==> src/rtl/lsu_axil.sv <==
// Load/store unit: core memory-stage requests to an AXI4-Lite master port.
// Byte/half/word with strobes, lane steering, extension and misalign traps.
module lsu_axil #(
  parameter int          ADDR_W      = 32,
  parameter logic [2:0]  AXPROT      = 3'b000,
  parameter bit          ALIGN_CHECK = 1'b1
) (
  input  logic              clk_i,
  input  logic              rst_n_i,
  input  logic              req_valid_i,
  output logic              req_ready_o,
  input  logic              req_we_i,
  input  logic [1:0]        req_size_i,
  input  logic              req_unsigned_i,
  input  logic [ADDR_W-1:0] req_addr_i,
  input  logic [31:0]       req_wdata_i,
  output logic              rsp_valid_o,
  output logic [31:0]       rsp_rdata_o,
  output logic              rsp_err_o,
  output logic              rsp_misalign_o,
  output logic [ADDR_W-1:0] m_axi_awaddr_o,
  output logic [2:0]        m_axi_awprot_o,
  output logic              m_axi_awvalid_o,
  input  logic              m_axi_awready_i,
  output logic [31:0]       m_axi_wdata_o,
  output logic [3:0]        m_axi_wstrb_o,
  output logic              m_axi_wvalid_o,
  input  logic              m_axi_wready_i,
  input  logic [1:0]        m_axi_bresp_i,
  input  logic              m_axi_bvalid_i,
  output logic              m_axi_bready_o,
  output logic [ADDR_W-1:0] m_axi_araddr_o,
  output logic [2:0]        m_axi_arprot_o,
  output logic              m_axi_arvalid_o,
  input  logic              m_axi_arready_i,
  input  logic [31:0]       m_axi_rdata_i,
  input  logic [1:0]        m_axi_rresp_i,
  input  logic              m_axi_rvalid_i,
  output logic              m_axi_rready_o
);

  typedef enum logic [2:0] {
    S_IDLE,
    S_WR,
    S_WR_RESP,
    S_RD_ADDR,
    S_RD_DATA,
    S_FAULT
  } state_t;

  state_t state_q, state_d;

  logic [ADDR_W-1:0] addr_q;
  logic [31:0]       wdata_q;
  logic [3:0]        wstrb_q;
  logic              aw_q;
  logic              w_q;
  logic [1:0]        size_q;
  logic [1:0]        lane_q;
  logic              uns_q;
  logic              rsp_valid_q;
  logic [31:0]       rsp_rdata_q;
  logic              rsp_err_q;
  logic              rsp_mis_q;

  logic        accept;
  logic        mis;
  logic [3:0]  wstrb_n;
  logic [31:0] wdata_n;
  logic [31:0] lane_sh;
  logic [31:0] load_ext;

  logic unused_ok;
  assign unused_ok = ^{m_axi_bresp_i[0], m_axi_rresp_i[0]};

  assign accept = req_valid_i & req_ready_o;

  always_comb begin
    mis = 1'b0;
    if (ALIGN_CHECK) begin
      mis = (req_size_i == 2'b01 && req_addr_i[0])
         || (req_size_i[1] && req_addr_i[1:0] != 2'b00);
    end
  end

  always_comb begin
    wstrb_n = 4'b1111;
    wdata_n = req_wdata_i;
    unique case (1'b1)
      req_size_i == 2'b00: begin
        wstrb_n = 4'b0001 << req_addr_i[1:0];
        wdata_n = {4{req_wdata_i[7:0]}};
      end
      req_size_i == 2'b01: begin
        wstrb_n = 4'b0011 << {req_addr_i[1], 1'b0};
        wdata_n = {2{req_wdata_i[15:0]}};
      end
      req_size_i[1]: begin
        wstrb_n = 4'b1111;
        wdata_n = req_wdata_i;
      end
    endcase
  end

  always_comb begin
    lane_sh  = m_axi_rdata_i;
    load_ext = m_axi_rdata_i;
    unique case (1'b1)
      size_q == 2'b00: begin
        lane_sh  = m_axi_rdata_i >> {lane_q, 3'b000};
        load_ext = {{24{~uns_q & lane_sh[7]}}, lane_sh[7:0]};
      end
      size_q == 2'b01: begin
        lane_sh  = m_axi_rdata_i >> {lane_q[1], 4'b0000};
        load_ext = {{16{~uns_q & lane_sh[15]}}, lane_sh[15:0]};
      end
      size_q[1]: begin
        lane_sh  = m_axi_rdata_i;
        load_ext = m_axi_rdata_i;
      end
    endcase
  end

  always_ff @(posedge clk_i or negedge rst_n_i) begin
    if (!rst_n_i) state_q <= S_IDLE;
    else          state_q <= state_d;
  end

  always_comb begin
    state_d = state_q;
    unique case (state_q)
      S_IDLE, S_FAULT: begin
        state_d = S_IDLE;
        if (accept) begin
          unique case (1'b1)
            mis:              state_d = S_FAULT;
            !mis && req_we_i: state_d = S_WR;
            !mis && !req_we_i: state_d = S_RD_ADDR;
          endcase
        end
      end
      S_WR: begin
        if ((!aw_q || m_axi_awready_i) && (!w_q || m_axi_wready_i))
          state_d = S_WR_RESP;
      end
      S_WR_RESP: if (m_axi_bvalid_i) state_d = S_IDLE;
      S_RD_ADDR: if (m_axi_arready_i) state_d = S_RD_DATA;
      S_RD_DATA: if (m_axi_rvalid_i) state_d = S_IDLE;
      default:   state_d = S_IDLE;
    endcase
  end

  // FAULT is the cycle the trap response is visible, so it accepts like IDLE
  always_comb begin
    req_ready_o     = 1'b0;
    m_axi_bready_o  = 1'b0;
    m_axi_arvalid_o = 1'b0;
    m_axi_rready_o  = 1'b0;
    unique case (state_q)
      S_IDLE, S_FAULT: req_ready_o = 1'b1;
      S_WR_RESP:       m_axi_bready_o = 1'b1;
      S_RD_ADDR:       m_axi_arvalid_o = 1'b1;
      S_RD_DATA:       m_axi_rready_o = 1'b1;
      default: ;
    endcase
  end

  always_ff @(posedge clk_i or negedge rst_n_i) begin
    if (!rst_n_i) begin
      addr_q      <= '0;
      wdata_q     <= '0;
      wstrb_q     <= '0;
      aw_q        <= 1'b0;
      w_q         <= 1'b0;
      size_q      <= '0;
      lane_q      <= '0;
      uns_q       <= 1'b0;
      rsp_valid_q <= 1'b0;
      rsp_rdata_q <= '0;
      rsp_err_q   <= 1'b0;
      rsp_mis_q   <= 1'b0;
    end else begin
      rsp_valid_q <= 1'b0;
      rsp_rdata_q <= '0;
      rsp_err_q   <= 1'b0;
      rsp_mis_q   <= 1'b0;
      if (accept) begin
        addr_q <= {req_addr_i[ADDR_W-1:2], 2'b00};
        size_q <= req_size_i;
        lane_q <= req_addr_i[1:0];
        uns_q  <= req_unsigned_i;
        if (req_we_i) begin
          wdata_q <= wdata_n;
          wstrb_q <= wstrb_n;
        end
        if (mis) begin
          rsp_valid_q <= 1'b1;
          rsp_mis_q   <= 1'b1;
        end else if (req_we_i) begin
          aw_q <= 1'b1;
          w_q  <= 1'b1;
        end
      end
      if (state_q == S_WR) begin
        if (m_axi_awready_i) aw_q <= 1'b0;
        if (m_axi_wready_i)  w_q  <= 1'b0;
      end
      if (state_q == S_WR_RESP && m_axi_bvalid_i) begin
        rsp_valid_q <= 1'b1;
        rsp_err_q   <= m_axi_bresp_i[1];
      end
      if (state_q == S_RD_DATA && m_axi_rvalid_i) begin
        rsp_valid_q <= 1'b1;
        rsp_err_q   <= m_axi_rresp_i[1];
        rsp_rdata_q <= m_axi_rresp_i[1] ? 32'h0 : load_ext;
      end
    end
  end

  assign rsp_valid_o     = rsp_valid_q;
  assign rsp_rdata_o     = rsp_rdata_q;
  assign rsp_err_o       = rsp_err_q;
  assign rsp_misalign_o  = rsp_mis_q;
  assign m_axi_awaddr_o  = addr_q;
  assign m_axi_awprot_o  = AXPROT;
  assign m_axi_awvalid_o = aw_q;
  assign m_axi_wdata_o   = wdata_q;
  assign m_axi_wstrb_o   = wstrb_q;
  assign m_axi_wvalid_o  = w_q;
  assign m_axi_araddr_o  = addr_q;
  assign m_axi_arprot_o  = AXPROT;

endmodule
==> config.mk <==
export PLATFORM = sky130hd
export DESIGN_NAME = lsu_axil
export DESIGN_NICKNAME = d
export VERILOG_FILES = /design/src/rtl/lsu_axil.sv
export SDC_FILE = /design/constraint.sdc
export NUM_CORES = 1
export LEC_CHECK = 0
export CORE_UTILIZATION = 44
export DETAILED_ROUTE_END_ITERATION = 10
export PLACE_DENSITY = 0.9
export SLEW_MARGIN = 20
export SYNTH_ARGS = -nofsm -noshare
export SYNTH_HDL_FRONTEND = slang
export SYNTH_SLANG_ARGS = --single-unit
==> constraint.sdc <==
create_clock -name clk_i -period 4.4 [get_ports clk_i]
set_clock_uncertainty 0.15 [all_clocks]
set_input_delay 0.66 -clock clk_i [delete_from_list [all_inputs] [get_ports clk_i]]
set_output_delay 0.66 -clock clk_i [all_outputs]
set_load 0.02 [all_outputs]
# --- Word-level counts from Yosys, hierarchy flattened ---
# Index checks and enable logic that the tools add are counted.
classes:
  eq_ne: 11
  shift: 4
  n_mux: 32
  bitwise_logic: 4
  n_reduce_logical: 21
ops:
  columns: ["operator", "count"]
  rows:
  - ["$pmux 32 s3", 2]
  - ["$mux 32", 2]
  - ["$shr 32x5->16", 1]
  - ["$shr 32x5->8", 1]
  - ["$mux 1", 20]
  - ["$mux 3", 5]
  - ["$pmux 3 s5", 1]
  - ["$pmux 4 s3", 1]
  - ["$pmux 3 s3", 1]
  - ["$ne 2x2->1 const B", 4]
  - ["$logic_and 1x1->1", 7]
  - ["$eq 3x2->1 const B", 2]
  - ["$eq 3x3->1 const B", 2]
  - ["$eq 2x1->1 const B", 2]
  - ["$logic_not 1->1", 4]
  - ["$logic_not 2->1", 2]
  - ["$reduce_and 4->1", 1]
  - ["$shl 1x2->4 const A", 1]
  - ["$shl 2x2->4 const A", 1]
  - ["$and 1x1->1", 3]
  - ["$eq 3x1->1 const B", 1]
  - ["$logic_not 3->1", 1]
  - ["$logic_or 1x1->1", 3]
  - ["$reduce_and 2->1", 1]
  - ["3 further kinds", 3]
totals:
  reg_bits: 111
  input_bits: 112
  elab_cells: 85

# --- Depth between registers and ports, before layout ---
logic_depth:
  ltp_word: 8
  ltp_mapped: 7
  ltp_nobuf: 4

# --- Worst setup path before layout ---
# No wires, ideal clock.
synth_timing:
  kind: "reg-to-output"
  from: "register state_q[1]"
  to: "output port m_axi_bready_o"
  t_arrival_ns: 1.152
  required_time_ns: 3.590
  slack_ns: 2.438
  stages_incl_launch_ff: 4
  n_path_buf: 1
  cell_sequence: "dfrtp_1 buf_2 inv_1 nor3_1"
synth_via:
  elab_chain_cells: 2
synth_lines:
  columns: ["element", "line", "source"]
  rows:
  - ["start, declared", "51", "state_t state_q, state_d;"]
  - ["start signal, assigned", "126", "else state_q <= state_d;"]
  - ["$eq 3x2->1", "159", "unique case (state_q)"]
  - ["$mux 1", "159", null]
  - ["end, declared", "31", "output logic m_axi_bready_o,"]
# Every way passes these cells.

# --- Final worst setup path ---
# Ends and elaborated chain as after synthesis.

==> flow_summary.toml <==
[routing]
wl_um = 14000
ant_nets = 0
wl_per_cell_um = 17.0
drt-pass1-iter-count = 9
vias_per_cell = 5.36
num_vias = 4431
drc = 38
drtIter0Drc = 263

[run_status]
status = "finished with violations"
violations = "design-rule violations"

[cts]
root_buffer = "clkbuf_16"
postCtsSetupBuffers = 0
h-tree-depth = 3
ctsHoldBuffers = 0
clockBufferDepth = 2
cts_tree = "done"
clock_latency_ns = 0.35
cts.repair.resized = 0
cts_buffers = 9
cts.reportedPaths.clkPinSlew_ns = 0.07
cts.sinks = 111

[synth]
ys.flop_type = "dfrtp_1"
synth_area_per_cell_um2 = 11.0
syn_area_mm2 = 0.00525
ys_seq_elements = 111
async_flop_share = 1.00
yosysWarnings = 0
ys_types = 38
netlist_instances = 478
seq_area_frac_synth = 0.529
synth_enable_flop_cells = 0

[cells_and_area]
final_area_mm2 = 0.00781
seq_area_mm2 = 0.00278
area_delta_synth_final_pct = 48.8
multi_input_area_mm2 = 0.00202
diodes = 0
final.fill_count = 841
layout-drive-gt1-share = 0.114
final_nets = 790

[sta]
setup_viol = 0
grt_setup_unrepaired = "false"
post-route-min-period_ns = 2.82
final.setup.tns_ns = 0
drv_slew = 0
hold_viol_final = 0
period_share = 0.642
worst_pin_slew_ns = 0.854
relSlewSlack = 0.429
fmax_mhz = 354

[die]
io_pins = 259
fp.coreArea_mm2 = 0.0115
start_util = 0.456
dieArea_mm2 = 0.0124
die_w_um = 111
die_h_um = 111
rows = 39

[global_routing]
grt_pass1_wl_um = 23000
grt_max_degree = 81
antenna_found_initial = 0
track_usage = 0.234
first_global_vias = 4616
gr-total-overflow = 0

[placed_design]
placed_area_mm2 = 0.00750
port_buffers = 246
gp_congestion = 0.929
place_hpwl_um = 10300

[worst_setup_path]
critPathMaxFanout = 9
worstPathRequired_ns = 3.59
cpMaxStageDelayCell = "clkdlybuf4s50_1"
path_cells = "inv_1, nor3_1, clkdlybuf4s50_1"
crit_type = "reg -> out"
cp_slowest_stage_delay_ns = 0.68
cp.arrival_ns = 2.01
end_kind = "primary output"
cp-start-kind = "register"

[power]
power_frac_comb = 0.523
p_int_mw = 3.26
p_leak_nw = 3.34
p_seq_frac = 0.319
p_clk_frac = 0.158
p_switching_mw = 2.07
p_sw_frac = 0.389
vdd_drop_max_mv = 0.465
powerDensity_mw_per_mm2 = 682
power_mw = 5.33

[min_path]
hold_path.class = "in -> async"

[flow_run]
maxCapViolCount = 0
-- cell families after synthesis --
group	count (synthesis)	share of synthesized area
XOR/XNOR	1	0.00167
flip-flops	111	0.529
buffers and inverters	79	0.0929
multiplexers	74	0.157
other	1	0.000714
AND/OR/NAND/NOR	120	0.107
AO/OA/AOI/OAI	92	0.112
-- synthesized netlist by cell type (11+ instances only) --
library cell  instances  area [µm²]
mux2i_1              27         270
buf_4                42         315
mux2_2               45         507
nor2b_1              11        68.8
nand2_1              58         218
a21oi_1              28         140
nor3_1               18        90.1
o21ai_0              26         130
clkbuf_1             15        56.3
nor2_1               19        71.3
dfrtp_1             111        2780
-- per-layer routing --
metal / part of all wire / GRT usage / vias up
li1: - / - / 2019
met1: 0.38 / 0.263 / 2137
met5: 0 / 0 / -
met2: 0.50 / 0.410 / 238
met3: 0.087 / 0.0634 / 37
met4: 0.030 / 0.113 / 0
-- metrics by stage --
stage | setup slack, ns | hold WS, ns | instances | utilization
5_1_grt | 1.52 | 0.250 | 826 | 0.679
3_3_place_gp | 1.59 | 0.311 | 810 | 0.651
6_report | 1.58 | 0.195 | 826 | 0.679
3_5_place_dp | 1.64 | 0.320 | 810 | 0.651
2_1_floorplan | 2.44 | 0.214 | 487 | -
4_1_cts | 1.59 | 0.334 | 826 | 0.678
-- cell usage in the layout (no fill, tap or decap), types with 5 or more instances in the layout --
cell type and n:
clkdlybuf4s50_1 245, dfrtp_1 111, nand2_1 58, mux2_2 45, a21oi_1 28, mux2i_1 27
o21ai_0 26, nor2_1 19, nor3_1 18, nor2b_1 11, conb_1 10, inv_1 9
clkbuf_16 9, o32ai_1 8, o22ai_1 5, a31oi_1 5, o221a_2 5
-- worst max-delay path: cells and delay by family (launching register included) --
family | cells | cell delay (ns)
buffers and inverters | 2 | 0.83
flip-flops | 1 | 0.52
AND/OR/NAND/NOR | 1 | 0.33
-- flip-flops by register name, indices dropped and copies added, names as in the netlist --
register and cells:
lane_q 2, uns_q 1, rsp_valid_o 1, rsp_err_o 1, rsp_misalign_o 1, m_axi_wdata_o 32, m_axi_wstrb_o 4, m_axi_awvalid_o 1
m_axi_araddr_o 30, size_q 2, rsp_rdata_o 32, m_axi_wvalid_o 1, state_q 3
-- layout make-up --
type | count | area share
Inverter | 9 | 0.00432
Clock buffer | 13 | 0.0346
Clock inverter | 3 | 0.00512
Multi-Input combinational cell | 297 | 0.258
Timing Repair Buffer | 250 | 0.319
Tap cell | 143 | 0.0229
Sequential cell | 111 | 0.355
-- power by group through the flow --
stage | Clock [mW] | Combinational [mW] | Sequential, mW
detailed placement | 0 | 2.79 | 1.71
finish | 0.840 | 2.79 | 1.70
floorplan | 0 | 1.40 | 2.02
CTS | 0.859 | 2.80 | 1.70
global placement | 0 | 2.72 | 1.68
global route | 0.901 | 2.96 | 1.75
-- worst paths after layout --
kind                                         startpoint                              to  slack, ns  cells after the start
max reg2reg                      state_q[0]$_DFFE_PN0P_   m_axi_araddr_o[5]$_DFFE_PN0N_       2.17                      4
min reg2reg                m_axi_wstrb_o[2]$_DFFE_PN0P_    m_axi_wstrb_o[2]$_DFFE_PN0P_       0.33                      1
min in group clk_i         m_axi_wstrb_o[2]$_DFFE_PN0P_    m_axi_wstrb_o[2]$_DFFE_PN0P_       0.33                      1
max                              state_q[1]$_DFFE_PN0P_                  m_axi_bready_o       1.58                      3
min                                             rst_n_i        rsp_rdata_o[0]$_DFF_PN0_       0.20                      1
max in group asynchronous                       rst_n_i  m_axi_araddr_o[11]$_DFFE_PN0N_       3.01                      2
Note: power is estimated with default switching activity, not from simulation.
